File: src/rtl/sdio_serial_pkg.sv
// ---------------------------------------------------------------------------
// sdio_serial_pkg
// Shared definitions for the sdio serial transmitter slice:
//   - default word width / FIFO depth
//   - line level driven while the transmitter is idle
//   - FSM state encodings and the state enum built from them
// ---------------------------------------------------------------------------
package sdio_serial_pkg;

    localparam int   DEFAULT_WIDTH = 8;
    localparam int   DEFAULT_DEPTH = 4;

    // Level the data line is parked at when nothing is being driven.
    localparam logic IDLE_LEVEL    = 1'b0;

    // Fixed state encodings so existing debug tooling keeps decoding them.
    localparam logic [1:0] ST_IDLE = 2'd0;
    localparam logic [1:0] ST_MARK = 2'd1;
    localparam logic [1:0] ST_DATA = 2'd2;

    typedef enum logic [1:0] {
        IDLE = ST_IDLE,
        MARK = ST_MARK,
        DATA = ST_DATA
    } state_t;

endpackage

File: src/rtl/sdio_sync_fifo.sv
// ---------------------------------------------------------------------------
// sdio_sync_fifo
// Single-clock FIFO, WIDTH x DEPTH (DEPTH a power of two, >= 2).
// full/empty are registered, so a written word is first visible to the
// reader on the cycle after the write. Writes while full are dropped, even
// when a read happens in the same cycle. Synchronous reset flushes the FIFO.
//
// Ports:
//   sclk     in   clock
//   rst      in   synchronous active-high reset (flush)
//   wr_en    in   write request
//   wr_data  in   WIDTH  write word
//   rd_en    in   read (pop) request
//   rd_data  out  WIDTH  head of FIFO (valid when !empty)
//   full     out  registered full flag
//   empty    out  registered empty flag
// ---------------------------------------------------------------------------
module sdio_sync_fifo #(
    parameter int WIDTH = 8,
    parameter int DEPTH = 4
) (
    input  logic             sclk,
    input  logic             rst,
    input  logic             wr_en,
    input  logic [WIDTH-1:0] wr_data,
    input  logic             rd_en,
    output logic [WIDTH-1:0] rd_data,
    output logic             full,
    output logic             empty
);

    localparam int AW = $clog2(DEPTH);
    localparam int CW = AW + 1;

    logic [WIDTH-1:0] mem [DEPTH];
    logic [AW-1:0]    wptr;
    logic [AW-1:0]    rptr;
    logic [CW-1:0]    count;
    logic [CW-1:0]    count_n;
    logic             push;
    logic             pop;

    assign push = wr_en && !full;
    assign pop  = rd_en && !empty;

    always_comb begin
        count_n = count;
        if (push && !pop) begin
            count_n = count + 1'b1;
        end else if (pop && !push) begin
            count_n = count - 1'b1;
        end
    end

    always_ff @(posedge sclk) begin
        if (rst) begin
            wptr  <= '0;
            rptr  <= '0;
            count <= '0;
            full  <= 1'b0;
            empty <= 1'b1;
        end else begin
            if (push) begin
                wptr <= wptr + 1'b1;
            end
            if (pop) begin
                rptr <= rptr + 1'b1;
            end
            count <= count_n;
            full  <= (count_n == CW'(DEPTH));
            empty <= (count_n == '0);
        end
    end

    // Storage is not reset; the pointers define what is valid.
    always_ff @(posedge sclk) begin
        if (push) begin
            mem[wptr] <= wr_data;
        end
    end

    assign rd_data = mem[rptr];

endmodule

File: src/rtl/sdio_serial_driver.sv
// ---------------------------------------------------------------------------
// sdio_serial_driver
// Serial transmitter for the single-wire sdio data line. Parallel words are
// accepted on a valid/ready interface, buffered in a small FIFO and shifted
// out MSB-first, one bit per sclk cycle. In marked format every data bit is
// preceded by a '1' marker bit. The line is parked at 0 with sdio_oe low
// when idle.
//
// Ports:
//   sclk         in   bus clock, all state changes on posedge
//   rst          in   synchronous active-high reset
//   tx_data      in   WIDTH  word to transmit
//   tx_valid     in   tx_data valid
//   tx_ready     out  FIFO can accept (!full and not in reset)
//   marked_mode  in   0 = raw, 1 = marked; sampled at each word start
//   sdio         out  serial data, registered
//   sdio_oe      out  output enable, registered
//   busy         out  transmitting or FIFO non-empty
// ---------------------------------------------------------------------------
module sdio_serial_driver
    import sdio_serial_pkg::*;
#(
    parameter int WIDTH = DEFAULT_WIDTH,
    parameter int DEPTH = DEFAULT_DEPTH
) (
    input  logic             sclk,
    input  logic             rst,
    input  logic [WIDTH-1:0] tx_data,
    input  logic             tx_valid,
    output logic             tx_ready,
    input  logic             marked_mode,
    output logic             sdio,
    output logic             sdio_oe,
    output logic             busy
);

    localparam int CNT_W = (WIDTH > 1) ? $clog2(WIDTH) : 1;

    state_t           state;
    state_t           state_n;
    logic [WIDTH-1:0] sh;
    logic [WIDTH-1:0] sh_n;
    logic [CNT_W-1:0] cnt;
    logic [CNT_W-1:0] cnt_n;
    logic [CNT_W-1:0] cnt_dec;
    logic             mode_q;
    logic             mode_n;
    logic             sdio_n;
    logic             oe_n;

    logic             fifo_full;
    logic             fifo_empty;
    logic             fifo_pop;
    logic [WIDTH-1:0] fifo_dout;

    assign tx_ready = !fifo_full && !rst;

    sdio_sync_fifo #(
        .WIDTH (WIDTH),
        .DEPTH (DEPTH)
    ) u_fifo (
        .sclk    (sclk),
        .rst     (rst),
        .wr_en   (tx_valid && tx_ready),
        .wr_data (tx_data),
        .rd_en   (fifo_pop),
        .rd_data (fifo_dout),
        .full    (fifo_full),
        .empty   (fifo_empty)
    );

    // A new word starts from IDLE, or straight after the last bit of the
    // current word so back-to-back words have no gap.
    assign fifo_pop = !fifo_empty &&
                      ((state == IDLE) || ((state == DATA) && (cnt == '0)));

    assign busy = (state != IDLE) || !fifo_empty;

    // cnt always holds the index of the data bit currently (or next, in MARK)
    // on the line; it counts down from WIDTH-1 and is reloaded per word.
    always_comb begin
        state_n = state;
        sh_n    = sh;
        cnt_n   = cnt;
        mode_n  = mode_q;
        sdio_n  = sdio;
        oe_n    = sdio_oe;
        cnt_dec = cnt - 1'b1;

        case (state)
            IDLE: begin
                sdio_n = IDLE_LEVEL;
                oe_n   = 1'b0;
            end
            MARK: begin
                sdio_n  = sh[cnt];
                state_n = DATA;
            end
            DATA: begin
                if (cnt == '0) begin
                    state_n = IDLE;
                    sdio_n  = IDLE_LEVEL;
                    oe_n    = 1'b0;
                end else begin
                    cnt_n = cnt_dec;
                    if (mode_q) begin
                        sdio_n  = 1'b1;
                        state_n = MARK;
                    end else begin
                        sdio_n = sh[cnt_dec];
                    end
                end
            end
            default: begin
                state_n = IDLE;
                sdio_n  = IDLE_LEVEL;
                oe_n    = 1'b0;
            end
        endcase

        // Word start overrides the idle/end-of-word decisions above.
        if (fifo_pop) begin
            sh_n   = fifo_dout;
            cnt_n  = CNT_W'(WIDTH - 1);
            mode_n = marked_mode;
            oe_n   = 1'b1;
            if (marked_mode) begin
                sdio_n  = 1'b1;
                state_n = MARK;
            end else begin
                sdio_n  = fifo_dout[WIDTH-1];
                state_n = DATA;
            end
        end
    end

    always_ff @(posedge sclk) begin
        if (rst) begin
            state   <= IDLE;
            sh      <= '0;
            cnt     <= '0;
            mode_q  <= 1'b0;
            sdio    <= IDLE_LEVEL;
            sdio_oe <= 1'b0;
        end else begin
            state   <= state_n;
            sh      <= sh_n;
            cnt     <= cnt_n;
            mode_q  <= mode_n;
            sdio    <= sdio_n;
            sdio_oe <= oe_n;
        end
    end

endmodule

File: config.mk
export PLATFORM = sky130hd
export DESIGN_NAME = sdio_serial_driver
export DESIGN_NICKNAME = d
export VERILOG_FILES = /design/src/rtl/sdio_serial_pkg.sv /design/src/rtl/sdio_sync_fifo.sv /design/src/rtl/sdio_serial_driver.sv
export SDC_FILE = /design/constraint.sdc
export NUM_CORES = 1
export LEC_CHECK = 0
export CORE_ASPECT_RATIO = 0.9
export CORE_MARGIN = 8
export CORE_UTILIZATION = 30
export DETAILED_ROUTE_END_ITERATION = 10
export HOLD_SLACK_MARGIN = 0.1
export PLACE_DENSITY = 0.55
export SLEW_MARGIN = 25
export SYNTH_ARGS = -nofsm -noshare
export SYNTH_HDL_FRONTEND = slang
export SYNTH_SLANG_ARGS = --single-unit
File: constraint.sdc
create_clock -name sclk -period 3.1 [get_ports sclk]
set_input_delay 0.62 -clock sclk [delete_from_list [all_inputs] [get_ports sclk]]
set_output_delay 0.62 -clock sclk [all_outputs]
set_load 0.01 [all_outputs]
==> results.json <==
{
  "period_share_pct": 83.4,
  "grt_util_all_layers_pct": 8.24,
  "fmax_ghz": 0.387,
  "synth-edff-count": 32,
  "fin_skew_ps": 7.31,
  "cts_made_buffers": 9,
  "r2r_end": "u_fifo.empty$_SDFF_PP1_",
  "gp_congestion": 0.725,
  "worst-r2r-setup-slack_ps": 1000,
  "holdWs_ps": 472,
  "p_total_mw": 2.75,
  "cts-hold-fix-buffers": 0,
  "period_needed_ps": 2580,
  "synth_top_family_by_area": "simple AND/OR/NAND/NOR gates",
  "muxShareOfSynthArea_pct": 10.0,
  "ys.warnings.count": 0,
  "crit_top_cell": "clkdlybuf4s50_1",
  "cts_tree": "done",
  "worstSetupPathType": "in -> out",
  "yosysSeqAreaShare_pct": 57.3,
  "syn_inst": 210,
  "hold_viol": 0,
  "ff2ff_path_depth": 8,
  "initial_utilization_pct": 30.7,
  "worst_slew_pin_slew_ps": 499,
  "grt_pass1_vias": 1619,
  "peakVddDrop_v": 0.000281,
  "status": "finished clean",
  "drv_slew": 0,
  "synth_xor_area_share_pct": 2.96,
  "drive_above_1_share_pct": 14.5,
  "final_common_cell": "edfxtp_1",
  "crit_chain": "clkdlybuf4s50_1, nor2_1, clkdlybuf4s50_1",
  "area_growth_pct": 18.0,
  "holdPathStages": 2,
  "antenna_cells": 0,
  "p_per_area_nw_per_um2": 891,
  "cp-end-kind": "primary output",
  "num_rows": 32,
  "htree_levels": 3,
  "drt_wl_total_um": 4430,
  "slowest_stage": "clkdlybuf4s50_1",
  "wire_per_inst_um": 12.5,
  "layout_common_cells": "edfxtp_1 (32), dfxtp_1 (27), nand2_1 (25)",
  "hold_path_end": "sh[0]$_SDFFE_PP0P_",
  "syn_nets": 234,
  "cts-resized-gates": 0,
  "synth-seq-cells": 59,
  "cts_root_buffer": "clkbuf_8",
  "critical_path.reg2reg.startpoint": "cnt[0]$_SDFFE_PP0P_",
  "synthesis.area_um2": 2620,
  "cap_violations": 0,
  "grt.overflow.total": 0,
  "start_kind": "input port",
  "synth-adder-area-share_pct": 5.73,
  "setup-tns-final_ps": 0,
  "route.detailed.drc": 0,
  "max_slew_margin_pct": 66.7,
  "core_area_um2": 8530,
  "worstPathArrival_ps": 1960,
  "grt_setup_unrepaired": "false",
  "worstHoldPathType": "reg -> reg",
  "clk_path_buf_depth": 2,
  "ios": 16,
  "die_x_um": 115,
  "drt_pre_antenna_iters": 4,
  "numPortBuffers": 15,
  "clk_latency_ps": 340,
  "synth_compound_area_share_pct": 9.36,
  "cts_setup_buffers": 0,
  "cts.sinks": 59,
  "post_dp_cell_area_um2": 2890,
  "yosys.area_share.simple_pct": 10.4,
  "holdCritStartpoint": "sh[0]$_SDFFE_PP0P_",
  "ant_nets": 0,
  "via_count": 1566,
  "synth.distinct_cells": 41,
  "slowest_delay_ps": 620,
  "hpwl_um": 3250,
  "clkSlewWorstSetupHoldPaths_ps": 70,
  "leakagePower_nw": 1.09,
  "die_h_um": 105,
  "die-area_um2": 12000,
  "synthFlopType": "edfxtp_1",
  "syn_avg_cell_area_um2": 12.5,
  "nets": 254,
  "grt_max_degree": 23,
  "required_ps": 2480,
  "async_flop_share_pct": 0,
  "path_max_fanout": 10,
  "finalSetupViolCount": 0,
  "design_area_um2": 3090,
  "drtIter0Drc": 61,
  "grt_first_pass_wirelength_um": 7770,
  "grt_antenna_before_repair": 0,
  "via_per_inst": 4.42
}
## flip-flops by register name, summed over array words and instances, names as in the netlist, named ones only
register / flops
u_fifo.mem: 32
sh: 8
cnt: 3
u_fifo.count: 3
state: 2
u_fifo.rptr: 2
u_fifo.wptr: 2
mode_q: 1
sdio: 1
sdio_oe: 1
u_fifo.empty: 1
u_fifo.full: 1
## report_power, final
group,switching [mW],internal (mW)
registers,0.131,0.971
logic,0.488,0.468
clock network,0.321,0.374
## per-stage QoR
stage	worst slack [ps]	std cells	utilization [%]
after global routing	447	354	36.2
after floorplan	1240	210	-
after CTS	490	354	36.2
after detailed placement	456	338	33.9
final	516	354	36.2
after global placement	477	338	33.9
## area by class of cell
cell class,count,area (um^2)
well taps,119,149
repair buffers,19,180
multi-input cells,127,1010
fillers,830,5440
clock inverters,7,75.1
inverters,14,52.6
flip-flops and latches,59,1500
clock buffers,9,124
## cells in the mapped netlist (2+ instances only)
library cell,instances,share of area (%)
edfxtp_1,32,37
dfxtp_1,27,21
nand2_1,25,3.6
a21oi_1,15,2.9
inv_1,14,2.0
nor2_1,13,1.9
ha_1,12,5.7
mux4_2,9,7.7
mux2i_1,6,2.3
xnor2_1,6,2.0
and2_1,5,1.2
a31oi_1,4,0.95
buf_2,4,0.76
a211oi_1,3,0.86
nand3_1,3,0.57
o21ai_0,3,0.57
a2111oi_0,2,0.67
buf_4,2,0.57
clkbuf_1,2,0.29
nor2b_1,2,0.48
## worst max path at each step
stage          start                          to  slack [ps]
2_1_floorplan    rst  u_fifo.mem[0][0]$_DFFE_PP_        1240
3_3_place_gp     rst  u_fifo.mem[2][1]$_DFFE_PP_         480
3_5_place_dp     rst  u_fifo.mem[0][2]$_DFFE_PP_         460
4_1_cts          rst                    tx_ready         490
5_1_grt          rst                    tx_ready         450
6_report         rst                    tx_ready         520
## kinds of logic (layout without fill, tap and decap cells)
family | count (synthesis) | count (layout)
flops | 59 | 59
simple gates | 55 | 55
compound gates | 37 | 37
buf+inv | 24 | 49
mux | 15 | 15
fa+ha+maj | 12 | 12
xor+xnor | 8 | 8
## per-layer routing
| metal | vias to the layer above | share of wire (%) | GRT usage, % |
|---|---|---|---|
| li1 | 798 | - | - |
| met1 | 735 | 51 | 10.7 |
| met4 | 0 | 1.3 | 3.99 |
| met3 | 4 | 5.9 | 3.91 |
| met5 | - | 0 | 0 |
| met2 | 29 | 42 | 11.2 |
## worst max-delay path: cells and delay by family
family	cells	cell delay (ps)
simple gates	1	180
buf+inv	2	1170
No activity file was read; power rests on OpenSTA's default activity.
